<file path="config.mk">
export PLATFORM = sky130hd
export DESIGN_NAME = if_fetch_unit_flat
export DESIGN_NICKNAME = d
export VERILOG_FILES = /design/src/rtl/if_fetch_unit_if.sv /design/src/rtl/if_fetch_unit.sv /design/src/flat_wrapper.sv
export SDC_FILE = /design/constraint.sdc
export NUM_CORES = 1
export LEC_CHECK = 0
export ABC_AREA = 1
export BUFFER_PORTS_ARGS = -buffer_cell sky130_fd_sc_hd__buf_2
export CAP_MARGIN = 0
export CORE_MARGIN = 8
export CORE_UTILIZATION = 49
export CTS_CLUSTER_DIAMETER = 80
export CTS_CLUSTER_SIZE = 10
export DETAILED_ROUTE_END_ITERATION = 7
export PLACE_DENSITY_LB_ADDON = 0.05
export SYNTH_ARGS = -nofsm -noshare
export SYNTH_HDL_FRONTEND = slang
export SYNTH_SLANG_ARGS = --single-unit
</file>
<file path="constraint.sdc">
create_clock -name clk_i -period 3 [get_ports clk_i]
set_input_delay 0.3 -clock clk_i [delete_from_list [all_inputs] [get_ports clk_i]]
set_output_delay 0.3 -clock clk_i [all_outputs]
set_load 0.1 [all_outputs]
</file>
<file path="src/rtl/if_fetch_unit_if.sv">
// if_fetch_unit_if: request/grant + response-valid instruction memory bus. Rev 1.0
`default_nettype none

interface if_fetch_unit_if;
   logic        req;
   logic [31:0] addr;
   logic        gnt;
   logic        rvalid;
   logic [31:0] rdata;

   modport master (output req, output addr, input gnt, input rvalid, input rdata);
   modport slave  (input req, input addr, output gnt, output rvalid, output rdata);
endinterface

`default_nettype wire

</file>
<file path="src/rtl/if_fetch_unit.sv">
// if_fetch_unit: PC owner issuing one-outstanding imem fetches, with branch redirect/flush. Rev 1.0
// Build option FETCH_PERF_EN enables fetch/redirect counters; otherwise those ports read 0.
`default_nettype none

module if_fetch_unit #(
   parameter logic [31:0] RESET_PC = 32'h0000_0000
) (
   input  wire                 clk_i,
   input  wire                 rst_i,
   input  wire                 start_i,
   input  wire                 Stall_i,
   input  wire                 Branch_i,
   input  wire  [31:0]         branch_pc_i,
   if_fetch_unit_if.master     imem,
   output logic [31:0]         pc_o,
   output logic [31:0]         instr_o,
   output logic                valid_o,
   output logic                Flush_o,
   output logic [31:0]         fetch_cnt_o,
   output logic [31:0]         redirect_cnt_o
);

   typedef enum logic [1:0] {
      S_IDLE = 2'd0,
      S_REQ  = 2'd1,
      S_WAIT = 2'd2,
      S_HOLD = 2'd3
   } state_t;

   state_t      r_state;
   logic [31:0] r_pc;
   logic        r_drop;
   logic [31:0] r_buf;
   logic        r_req;
   logic        r_valid;

   wire  [31:0] w_pc_inc     = r_pc + 32'd4;
   wire  [31:0] w_branch_tgt = {branch_pc_i[31:2], 2'b00};

   // r_buf is only non-zero while in HOLD, so it drives instr_o directly.
   always_ff @(posedge clk_i) begin
      if (!rst_i) begin
         r_state <= S_IDLE;
         r_pc    <= RESET_PC;
         r_drop  <= 1'b0;
         r_buf   <= 32'd0;
         r_req   <= 1'b0;
         r_valid <= 1'b0;
      end else if (Branch_i) begin
         r_pc <= w_branch_tgt;
         case (r_state)
            S_REQ: begin
               if (imem.gnt) begin
                  r_state <= S_WAIT;
                  r_drop  <= 1'b1;
                  r_req   <= 1'b0;
               end
            end
            S_WAIT: begin
               if (imem.rvalid) begin
                  r_state <= S_REQ;
                  r_drop  <= 1'b0;
                  r_req   <= 1'b1;
               end else begin
                  r_drop  <= 1'b1;
               end
            end
            S_HOLD: begin
               r_state <= S_REQ;
               r_buf   <= 32'd0;
               r_valid <= 1'b0;
               r_req   <= 1'b1;
            end
            default: ;
         endcase
      end else begin
         case (r_state)
            S_IDLE: begin
               if (start_i) begin
                  r_state <= S_REQ;
                  r_req   <= 1'b1;
               end
            end
            S_REQ: begin
               if (imem.gnt) begin
                  r_state <= S_WAIT;
                  r_req   <= 1'b0;
               end
            end
            S_WAIT: begin
               if (imem.rvalid) begin
                  if (r_drop) begin
                     r_drop  <= 1'b0;
                     r_state <= S_REQ;
                     r_req   <= 1'b1;
                  end else begin
                     r_buf   <= imem.rdata;
                     r_state <= S_HOLD;
                     r_valid <= 1'b1;
                  end
               end
            end
            S_HOLD: begin
               if (!Stall_i) begin
                  r_pc    <= w_pc_inc;
                  r_buf   <= 32'd0;
                  r_state <= S_REQ;
                  r_valid <= 1'b0;
                  r_req   <= 1'b1;
               end
            end
            default: ;
         endcase
      end
   end

   assign imem.req  = r_req;
   assign imem.addr = r_pc;
   assign pc_o      = r_pc;
   assign instr_o   = r_buf;
   assign valid_o   = r_valid;
   assign Flush_o   = Branch_i;

`ifdef FETCH_PERF_EN
   logic [31:0] r_fetch_cnt;
   logic [31:0] r_redirect_cnt;

   always_ff @(posedge clk_i) begin
      if (!rst_i) begin
         r_fetch_cnt    <= 32'd0;
         r_redirect_cnt <= 32'd0;
      end else begin
         if (r_state == S_HOLD && !Stall_i && !Branch_i)
            r_fetch_cnt <= r_fetch_cnt + 32'd1;
         if (Branch_i)
            r_redirect_cnt <= r_redirect_cnt + 32'd1;
      end
   end

   assign fetch_cnt_o    = r_fetch_cnt;
   assign redirect_cnt_o = r_redirect_cnt;
`else
   assign fetch_cnt_o    = 32'd0;
   assign redirect_cnt_o = 32'd0;
`endif

endmodule

`default_nettype wire

</file>
<file path="src/flat_wrapper.sv">
// flat-port wrapper written by rule: the top's interface ports become plain ports
module if_fetch_unit_flat 
#(
   parameter logic [31:0] RESET_PC = 32'h0000_0000
)
  (clk_i, rst_i, start_i, Stall_i, Branch_i, branch_pc_i, pc_o, instr_o, valid_o, Flush_o, fetch_cnt_o, redirect_cnt_o, imem_req, imem_addr, imem_gnt, imem_rvalid, imem_rdata);
  if_fetch_unit_if imem_i ();
  input  wire clk_i;
  input  wire rst_i;
  input  wire start_i;
  input  wire Stall_i;
  input  wire Branch_i;
  input  wire  [31:0] branch_pc_i;
  output logic [31:0] pc_o;
  output logic [31:0] instr_o;
  output logic valid_o;
  output logic Flush_o;
  output logic [31:0] fetch_cnt_o;
  output logic [31:0] redirect_cnt_o;
  output wire logic [$bits(imem_i.req)-1:0] imem_req;
  output wire logic [$bits(imem_i.addr)-1:0] imem_addr;
  input wire logic [$bits(imem_i.gnt)-1:0] imem_gnt;
  input wire logic [$bits(imem_i.rvalid)-1:0] imem_rvalid;
  input wire logic [$bits(imem_i.rdata)-1:0] imem_rdata;
  assign imem_req = imem_i.req;
  assign imem_addr = imem_i.addr;
  assign imem_i.gnt = imem_gnt;
  assign imem_i.rvalid = imem_rvalid;
  assign imem_i.rdata = imem_rdata;
  if_fetch_unit #(.RESET_PC(RESET_PC)) u_core (.clk_i(clk_i), .rst_i(rst_i), .start_i(start_i), .Stall_i(Stall_i), .Branch_i(Branch_i), .branch_pc_i(branch_pc_i), .imem(imem_i), .pc_o(pc_o), .instr_o(instr_o), .valid_o(valid_o), .Flush_o(Flush_o), .fetch_cnt_o(fetch_cnt_o), .redirect_cnt_o(redirect_cnt_o));
endmodule
</file>
==> results of run 1 <==
-- worst register-to-register path: stages (launching register included) --
cell and delay [ps]:
dfxtp_1 430, ha_1 280, inv_1 100, o21ai_1 200, inv_1 420, o21ai_0 310
a21oi_1 90
-- cell usage in the layout (no fill, tap or decap), drive strengths merged, types with 2 or more instances in the layout --
cell / count
a21oi: 68
a31oi: 3
buf: 170
clkbuf: 9
conb: 68
dfxtp: 67
ha: 6
inv: 45
nand2: 216
nand3: 36
nor2: 76
nor3: 5
o21ai: 32
o31ai: 4
or2: 2
-- kinds of logic after synthesis --
family	count (synthesis)	share of synthesized area
AOI/OAI and AO/OA	111	0.134
adders and majority gates	6	0.0173
buffers and inverters	165	0.232
DFF	67	0.309
other	1	0.000863
and+or+nand+nor	335	0.307
-- power by group --
| part | total, mW | internal [mW] | switching, mW |
|---|---|---|---|
| clock | 0.803 | 0.397 | 0.405 |
| sequential | 1.06 | 0.980 | 0.0789 |
| combinational | 1.69 | 0.249 | 1.44 |
| total | 3.55 | 1.63 | 1.92 |
-- worst max-delay path by stage --
| stage | start | to | slack (ps) | depth (start not counted) |
|---|---|---|---|---|
| floorplan | u_core.imem.addr[3]$_SDFFE_PN0P_ | u_core.imem.addr[20]$_SDFFE_PN0P_ | 650 | 10 |
| global placement | Branch_i | u_core.imem.addr[7]$_SDFFE_PN0P_ | 980 | 6 |
| detailed placement | Branch_i | u_core.imem.addr[9]$_SDFFE_PN0P_ | 950 | 6 |
| CTS | u_core.r_state[1]$_SDFFE_PN0P_ | u_core.imem.addr[9]$_SDFFE_PN0P_ | 1020 | 6 |
| global route | u_core.r_state[1]$_SDFFE_PN0P_ | u_core.imem.addr[9]$_SDFFE_PN0P_ | 790 | 6 |
| finish | u_core.r_state[1]$_SDFFE_PN0P_ | u_core.imem.addr[9]$_SDFFE_PN0P_ | 1030 | 6 |
-- through the flow --
stage          area [sq um]  total power [mW]  std cells  setup WS (ps)  utilization
6_report               4950              3.55        922           1030        0.570
5_1_grt                4950              3.72        922            788        0.570
4_1_cts                4950              3.58        922           1020        0.570
3_5_place_dp           4740              2.77        906            945        0.547
3_3_place_gp           4740              2.76        906            981        0.547
2_1_floorplan          4600              2.63        752            652            -
-- final cells by class --
cell class,instances,area [sq um],area share
multi-input cells,520,2250,0.454
well taps,108,135,0.0273
inverters,41,154,0.0311
clock buffers,9,124,0.0250
clock inverters,7,81.3,0.0164
flip-flops and latches,67,1340,0.271
repair buffers,170,868,0.175
-- sequential cells by signal, indices dropped and copies added, names as in the netlist --
register	count
u_core.imem.addr	30
u_core.valid_o	1
u_core.imem.req	1
u_core.r_state	2
u_core.instr_o	32
u_core.r_drop	1
-- layer usage --
layer,up-vias,track usage
li1,2257,-
met1,1905,0.221
met2,159,0.339
met3,16,0.0767
met4,0,0.0552
met5,-,0
==> flow_summary_export.csv, run 1 <==
group,metric,value,unit
cts,ctsRootBufferMaster,"clkbuf_8",
sta,hold_viol_final,0,
synthesis,yosysSeqAreaShare,0.309,
global_routing,grt_pass1_vias,4089,
detailed_routing,wl_met3,1370,microns
detailed_routing,vias,4337,
sta,timing.final.crit_share,0.656,
global_routing,grt_antenna_before_repair,0,
worst_setup_path,critPathMaxStageDelay,430,ps
layout,antenna_cells,0,
detailed_routing,wl_met2,6100,microns
sta,min_period,1970,ps
synthesis,netlist_area,4340,sq um
floorplanning,die_w,110,microns
place,numPortBuffers,163,
synthesis,synthDistinctLibCells,26,
cts,numClockSinks,67,
sta,rsz0062_at_grt,"no",
global_routing,grt_max_degree,47,
cts,cts_htree_levels,3,
worst_hold_path,min_path_cells,3,
sta,fin_worst_skew,9.83,ps
sta,tns,0,ps
detailed_routing,viasPerCell,4.70,
synthesis,yosys-top-cells-count,"216 x nand2_1, 103 x buf_4, 75 x nor2_1, 68 x a21oi_1, 67 x dfxtp_1",
layout,nFillCells,915,
worst_setup_path,cp_num_buf_inv,2,
worst_setup_path,ff2ff_setup_slack,1030,ps
sta,holdWs,181,ps
cts,postCtsSetupBuffers,0,
run,drv_cap,0,
worst_setup_path,cp_data_required_time,3200,ps
sta,worst_slew_pin_slew,881,ps
floorplanning,initial_core_util,0.501,
place,dp.final_hpwl,9510,microns
detailed_routing,drt_pass1_iterations,5,
worst_setup_path,cpMostUsedCell,"inv_1",
floorplanning,fp.coreArea,8680,sq um
synthesis,yosys.area.top_type,"dfxtp_1",
worst_hold_path,hold_path_class,"primary input to flip-flop",
worst_setup_path,path_class,"flip-flop to flip-flop",
place,place_congestion,0.885,
detailed_routing,drt-wirelength-per-cell,13.4,microns
worst_setup_path,crit_path_top_delay_cell,"dfxtp_1",
synthesis,ys.flop_type,"dfxtp_1",
synthesis,yosysMostFrequentCell,"nand2_1",
detailed_routing,ant_nets,0,
sta,drv_slew,0,
power,power.density,717,nW/um^2
floorplanning,die_area,12100,sq um
floorplanning,rows,34,
worst_setup_path,rr_endpoint,"u_core.imem.addr[9]$_SDFFE_PN0P_",
cts,postCtsHoldBufs,0,
sta,finalSetupViolCount,0,
synthesis,synth_edf_count,0,
synthesis,syn_area_per_cell,6.34,sq um
global_routing,overflow,0,
synthesis,synth_area_leaders,"dfxtp_1 31%, nand2_1 19%, buf_4 18%",
synthesis,synth_warnings,0,
layout,nNetsFinal,886,
synthesis,async_flop_share,0,
worst_setup_path,reg2reg_from,"u_core.r_state[1]$_SDFFE_PN0P_",
detailed_routing,drtIter0Drc,220,
synthesis,ys_ff_latch,67,
worst_setup_path,cp_max_fo,31,
cts,clk_latency,350,ps
worst_setup_path,crit_path_cell_trace,"ha_1 -> inv_1 -> o21ai_1 -> inv_1 -> o21ai_0 -> a21oi_1",
power,p_leak,2.33,nW
worst_setup_path,crit_family,"compound AO/OA/AOI/OAI gates",
synthesis,synth_top_area_frac,0.309,
synthesis,synth_cells,685,
detailed_routing,drt-met1-wl,4700,microns
cts,numCtsBuffers,9,
worst_setup_path,r2r_cells,6,
global_routing,track_usage,0.197,
cts,clockBufferDepth,2,
floorplanning,die_y,110,microns
global_routing,grt_pass1_wl,19300,microns
layout,area_growth,13.9,%
sta,max-slew-margin-rel,0.412,
worst_hold_path,hp-start,"imem_rdata[18]",
worst_setup_path,cp.arrival,2170,ps
detailed_routing,top_layer,"met4",
layout,drive_gt1_frac,0.237,
worst_setup_path,crit_path_start_kind,"flip-flop",
detailed_routing,drc_errors,0,
cts,ctsResizeCount,0,
cts,cts_tree,"done",
floorplanning,io_pins,234,
power,max-vdd-ir-drop,0.407,mV
sta,fmax,508,MHz
detailed_routing,wl,12400,microns
worst_hold_path,holdPathEnd,"u_core.instr_o[18]$_SDFFE_PN0P_",
worst_setup_path,critPathCaptureType,"flip-flop",
cts,clk_pin_slew_worst_paths,90,ps
outcome,status,"finished clean",
Note: power is estimated with default switching activity, not from simulation.
==> run 2: changes to the inputs <==
Settings changed: CORE_UTILIZATION 49 to 41.
Clock period 3 ns to 1.74 ns, I/O delays scaled along.
==> run 2 against run 1 <==
Cell area rose by 8.3%; die area up 17%; critical endpoint is now u_core.instr_o[19]$_SDFFE_PN0P_; clock power up 62%; combinational power grew 89%; critical path depth rose by 4; flip-flop and latch count unchanged; hold slack got worse by 120 ps; core utilization shrank 5.1 points.
==> flow_summary_export.csv, run 2 (same netlist as run 1, synthesis figures left out) <==
group,metric,value,unit
floorplanning,rows,37,
global_routing,grt_antenna_before_repair,0,
worst_setup_path,crit_family,"buffers and inverters",
global_routing,grt_max_degree,36,
worst_setup_path,cp_data_required_time,2020,ps
cts,clk_latency,350,ps
detailed_routing,vias,4410,
detailed_routing,drtIter0Drc,209,
worst_setup_path,path_depth,10,
detailed_routing,wl,13400,microns
detailed_routing,drt_pass1_iterations,4,
cts,numCtsBuffers,9,
layout,nNetsFinal,903,
power,power.density,1190,nW/um^2
detailed_routing,ant_nets,0,
floorplanning,die_y,119,microns
worst_setup_path,crit_start,"u_core.r_state[0]$_SDFFE_PN0P_",
sta,hold_viol_final,0,
run,drv_cap,0,
layout,largest_reg_flops,32,
power,power.total,6.37,mW
floorplanning,die_area,14100,sq um
power,max-vdd-ir-drop,0.603,mV
worst_setup_path,path_class,"flip-flop to flip-flop",
global_routing,grt_pass1_vias,4265,
outcome,status,"finished clean",
layout,final_cell_count_no_fill,967,
sta,timing.final.crit_share,0.967,
layout,drive_gt1_frac,0.312,
worst_setup_path,cp_num_buf_inv,4,
sta,drv_slew,0,
floorplanning,die_w,119,microns
worst_setup_path,crit_path_cell_trace,"inv_6 -> ha_4 -> inv_2 -> o21ai_4 -> nand3_4 -> nor3_4 -> buf_6 -> clkbuf_16 -> nand2_1 -> a21oi_1",
worst_setup_path,endpoint,"u_core.instr_o[19]$_SDFFE_PN0P_",
cts,numClockSinks,67,
floorplanning,fp.coreArea,10300,sq um
detailed_routing,drc_errors,0,
global_routing,grt_pass1_wl,20700,microns
global_routing,overflow,0,
sta,holdWs,61.3,ps
sta,min_period,1680,ps
worst_setup_path,cp_max_fo,8,
place,numPortBuffers,163,
worst_setup_path,cp.arrival,1960,ps
place,place_congestion,0.858,
place,placedCellCount,944,
sta,max-slew-margin-rel,0.662,
worst_setup_path,r2r_cells,10,
worst_setup_path,ff2ff_setup_slack,60,ps
cts,ctsRootBufferMaster,"clkbuf_8",
layout,antenna_cells,0,
layout,layout_commonest_cell,"nand2_1",
cts,postCtsHoldBufs,0,
worst_setup_path,critPathMaxStageDelay,370,ps
floorplanning,initial_core_util,0.421,
power,p_leak,2.46,nW
cts,cts_htree_levels,3,
detailed_routing,drt-wirelength-per-cell,13.8,microns
worst_hold_path,hold_path_class,"primary input to flip-flop",
place,dp.final_hpwl,9890,microns
worst_setup_path,rr_endpoint,"u_core.instr_o[19]$_SDFFE_PN0P_",
global_routing,track_usage,0.174,
sta,fmax,594,MHz
cts,cts_tree,"done",
detailed_routing,viasPerCell,4.56,
cts,clockBufferDepth,2,
worst_setup_path,reg2reg_from,"u_core.r_state[0]$_SDFFE_PN0P_",
cts,clk_pin_slew_worst_paths,80,ps
floorplanning,io_pins,234,
sta,fin_worst_skew,8.55,ps
layout,mostFrequentLayoutCells,"213 x nand2_1, 163 x buf_2, 71 x nor2_1, 68 x conb_1, 65 x a21oi_1",
sta,finalSetupViolCount,0,
worst_setup_path,crit_path_top_delay_cell,"dfxtp_4",
sta,worst_slew_pin_slew,511,ps
worst_setup_path,crit_path_start_kind,"flip-flop",
worst_setup_path,critPathCaptureType,"flip-flop",
layout,area_growth,23.4,%
## run 2: cell types whose count changed in the layout (fill, tap and decap cells not counted), sizes merged
cell,delta
bufinv,-1
inv,-3
clkbuf,+6
clkinv,+1
buf,+14
## run 2: timing repair
action                                  CTS  global route
gates resized for setup                   0            34
endpoints found under the hold margin     0             0
buffers inserted                          0             3
endpoints found under the setup margin    0            45
## run 2: through the flow
step / utilization / setup TNS (ps) / setup WS, ps / area, sq um
finish: 0.519 / 0 / 56.8 / 5360
global route: 0.519 / -460 / -38.6 / 5360
CTS: 0.497 / 0 / 4.84 / 5130
detailed placement: 0.477 / 0 / 28.1 / 4930
global placement: 0.477 / 0 / 88.6 / 4930
floorplan: - / 0 / 11.4 / 4640
## run 2: power by group
part,switching (mW),internal [mW]
sequential,0.155,1.71
clock,0.653,0.650
combinational,2.59,0.609
total,3.40,2.97
## run 2: worst min-delay path by stage
stage                               from                               end  cells past startpoint  slack [ps]
final                     imem_rdata[15]   u_core.instr_o[15]$_SDFFE_PN0P_                      3          60
after CTS                 imem_rdata[15]   u_core.instr_o[15]$_SDFFE_PN0P_                      3          40
after floorplan                    rst_i  u_core.imem.addr[2]$_SDFFE_PN0P_                      2         300
after global routing      imem_rdata[30]   u_core.instr_o[30]$_SDFFE_PN0P_                      3          50
after detailed placement   imem_rdata[9]    u_core.instr_o[9]$_SDFFE_PN0P_                      3         430
after global placement    imem_rdata[18]   u_core.instr_o[18]$_SDFFE_PN0P_                      3         420
## run 2: final cells by class
cell class	instances	area, sq um
Inverter	41	159
Clock inverter	4	31.3
Timing Repair Buffer	187	1080
Clock buffer	12	166
Tap cell	136	170
Multi-Input combinational cell	520	2350
Sequential cell	67	1400
Fill cell	1090	4960
## run 2: worst register-to-register path, delay by kind of cell (launching register included)
family / cells / cell delay, ps
AND/OR/NAND/NOR: 3 / 400
buffers and inverters: 4 / 440
adder cells (fa/ha/maj): 1 / 130
AO/OA/AOI/OAI: 2 / 270
flip-flops: 1 / 370
## run 2: metal layers
layer | routed length, microns | GRT usage | up-vias | share of wire
met1 | 5240 | 0.184 | 1966 | 0.39
met4 | 194 | 0.0506 | 0 | 0.015
met3 | 1150 | 0.0718 | 15 | 0.086
met5 | 0 | 0 | - | 0
li1 | - | - | 2287 | -
met2 | 6780 | 0.312 | 142 | 0.51
==> run 3: changes to the inputs <==
Settings changed: ABC_AREA 1 to default, CORE_UTILIZATION 41 to 48, PLACE_DENSITY from default to 0.86, PLACE_DENSITY_LB_ADDON 0.05 to default.
Clock period 1.74 ns to 1.99 ns, I/O delays scaled along.
==> run 3 against run 2 <==
Clock-buffer cell count decreased by 1; non-clock buffer count is 13 lower; critical path depth fell by 4; global-route usage increased by 1.3 points; wire length decreased by 13%; total power shrank 30%; synthesized cell count down 27%; sequential share of layout area up 3.0 points; highest routed layer is now met5.
==> flow_summary_export.csv, run 3 <==
group,metric,value,unit
outcome,status,"finished clean",
worst_setup_path,cp.arrival,2110,ps
worst_hold_path,hold_path_class,"primary input to flip-flop",
synthesis,netlist_area,4080,sq um
global_routing,grt_antenna_before_repair,1,
floorplanning,fp.coreArea,8220,sq um
power,swShare,0.478,
layout,nFillCells,770,
sta,timing.final.crit_share,0.947,
worst_setup_path,path_class,"flip-flop to flip-flop",
power,intPower,2.33,mW
power,p_comb_frac,0.391,
detailed_routing,drt-wirelength-per-cell,15.8,microns
worst_setup_path,critPathMaxStageDelay,390,ps
cts,clk_latency,340,ps
sta,hold_viol_final,0,
detailed_routing,viasPerCell,5.12,
sta,min_period,1880,ps
cts,numClockSinks,67,
synthesis,async_flop_share,0,
synthesis,synth_cells,499,
synthesis,syn_area_per_cell,8.18,sq um
layout,mostFrequentLayoutCells,"163 x buf_2, 68 x conb_1, 55 x nand2_1, 42 x dfxtp_1, 39 x nand3_1",
detailed_routing,drtIter0Drc,128,
synthesis,yosys.area.top_type,"dfxtp_1",
floorplanning,rows,33,
place,dpl_cell_area,4590,sq um
layout,drive_gt1_frac,0.360,
place,pre_cts_slack,11.7,ps
layout,area_growth,17.9,%
place,placedCellCount,719,
power,p_leak,2.24,nW
power,power.density,927,nW/um^2
cts,ctsRootBufferMaster,"clkbuf_8",
power,max-vdd-ir-drop,0.493,mV
layout,largest_reg_flops,32,
cts,ctsResizeCount,1,
synthesis,synthDistinctLibCells,49,
worst_setup_path,crit_path_top_delay_cell,"dfxtp_4",
detailed_routing,vias,3760,
sta,layout_setup_ws,106,ps
detailed_routing,drc_errors,0,
worst_setup_path,crit_path_start_kind,"flip-flop",
synthesis,synth_top_area_frac,0.328,
synthesis,yosys-top-cells-count,"99 x buf_4, 67 x dfxtp_1, 55 x nand2_1, 39 x nand3_1, 34 x a21boi_0",
cts,cts_htree_levels,3,
power,power.switching,2.13,mW
layout,utilization,0.586,
cts,clk_pin_slew_worst_paths,90,ps
floorplanning,io_pins,234,
synthesis,synth_area_leaders,"dfxtp_1 33%, buf_4 18%, a21boi_0 6.3%",
worst_setup_path,cp_max_fo,7,
sta,fmax,531,MHz
sta,rsz0062_at_grt,"no",
place,numPortBuffers,163,
synthesis,yosysMostFrequentCell,"buf_4",
cts,numCtsBuffers,9,
floorplanning,die_area,11700,sq um
global_routing,track_usage,0.187,
place,dp.final_hpwl,9190,microns
cts,clockBufferDepth,2,
global_routing,grt_pass1_vias,3734,
global_routing,overflow,0,
worst_setup_path,critPathCaptureType,"flip-flop",
synthesis,yosysSeqAreaShare,0.328,
layout,fin_area,4810,sq um
sta,drv_slew,0,
synthesis,synth_edf_count,0,
layout,layout_commonest_cell,"buf_2",
floorplanning,initial_core_util,0.497,
worst_setup_path,crit_path_cell_trace,"ha_1 -> nand2_1 -> nor4_4 -> nand4_1 -> o21a_1 -> o311a_1",
cts,postCtsHoldBufs,0,
power,power_frac_seq,0.334,
detailed_routing,wl,11600,microns
layout,antenna_cells,0,
floorplanning,die_w,108,microns
cts,cts_tree,"done",
worst_setup_path,cp_data_required_time,2220,ps
synthesis,ys.flop_type,"dfxtp_1",
layout,nNetsFinal,702,
floorplanning,die_y,108,microns
detailed_routing,drt_pass1_iterations,5,
layout,final_cell_count_no_fill,735,
power,power.total,4.46,mW
synthesis,synth_warnings,0,
synthesis,ys_ff_latch,67,
cts,postCtsSetupBuffers,0,
run,drv_cap,0,
detailed_routing,ant_nets,0,
place,place_congestion,0.909,
global_routing,grt_pass1_wl,18100,microns
sta,fin_worst_skew,16.7,ps
power,power_frac_clock,0.275,
global_routing,grt_max_degree,37,
sta,finalSetupViolCount,0,
-- run 3: power by group through the flow --
stage          sequential, mW  clock (mW)  combinational, mW
2_1_floorplan            1.94           0               1.22
3_3_place_gp             1.51           0               1.73
4_1_cts                  1.49        1.26               1.74
6_report                 1.49        1.23               1.75
5_1_grt                  1.50        1.32               1.81
3_5_place_dp             1.52           0               1.74
-- run 3: logic make-up after synthesis --
kind of cell | count (synthesis) | share of synthesized area
xor+xnor | 22 | 0.0472
fa+ha+maj | 6 | 0.0184
simple gates | 163 | 0.218
mux | 1 | 0.00245
compound gates | 108 | 0.171
other cells | 1 | 0.000918
flops | 67 | 0.328
buf+inv | 131 | 0.213
-- run 3: final cells by class --
cell class,instances,area [sq um],share of cell area
Multi-Input combinational cell,368,2130,0.443
Tap cell,105,131,0.0273
Clock inverter,5,57.6,0.0120
Clock buffer,11,163,0.0338
Sequential cell,67,1400,0.291
Inverter,5,18.8,0.00390
Timing Repair Buffer,174,911,0.189
-- run 3: path summary, 6_finish.rpt --
| check | start | endpoint | slack (ps) | cells after the start |
|---|---|---|---|---|
| worst max-delay path | u_core.imem.addr[2]$_SDFFE_PN0P_ | u_core.imem.addr[28]$_SDFFE_PN0P_ | 110 | 6 |
| worst min-delay path | branch_pc_i[31] | u_core.imem.addr[31]$_SDFFE_PN0P_ | 100 | 3 |
| worst max register to register | u_core.imem.addr[2]$_SDFFE_PN0P_ | u_core.imem.addr[28]$_SDFFE_PN0P_ | 110 | 6 |
| worst min register to register | u_core.instr_o[12]$_SDFFE_PN0P_ | u_core.instr_o[12]$_SDFFE_PN0P_ | 470 | 2 |
-- run 3: worst max-delay path, delay by kind of cell, from the launching register on --
kind / cells / cell delay, ps
flip-flops: 1 / 390
adder cells (fa/ha/maj): 1 / 210
AO/OA/AOI/OAI: 2 / 510
AND/OR/NAND/NOR: 3 / 670
-- run 3: layer usage --
layer  GRT usage  vias to the layer above  wire, microns
met5           0                        -             13
met4      0.0714                        2            163
met3      0.0797                       16           1490
met2       0.323                      192           5550
met1       0.198                     1751           4380
li1            -                     1799              -
-- run 3: through the flow --
stage | hold slack [ps] | TNS, ps
5_1_grt | 91.3 | 0
4_1_cts | 78.0 | 0
3_3_place_gp | 438 | 0
3_5_place_dp | 437 | 0
2_1_floorplan | 338 | -3.58
6_report | 99.4 | 0
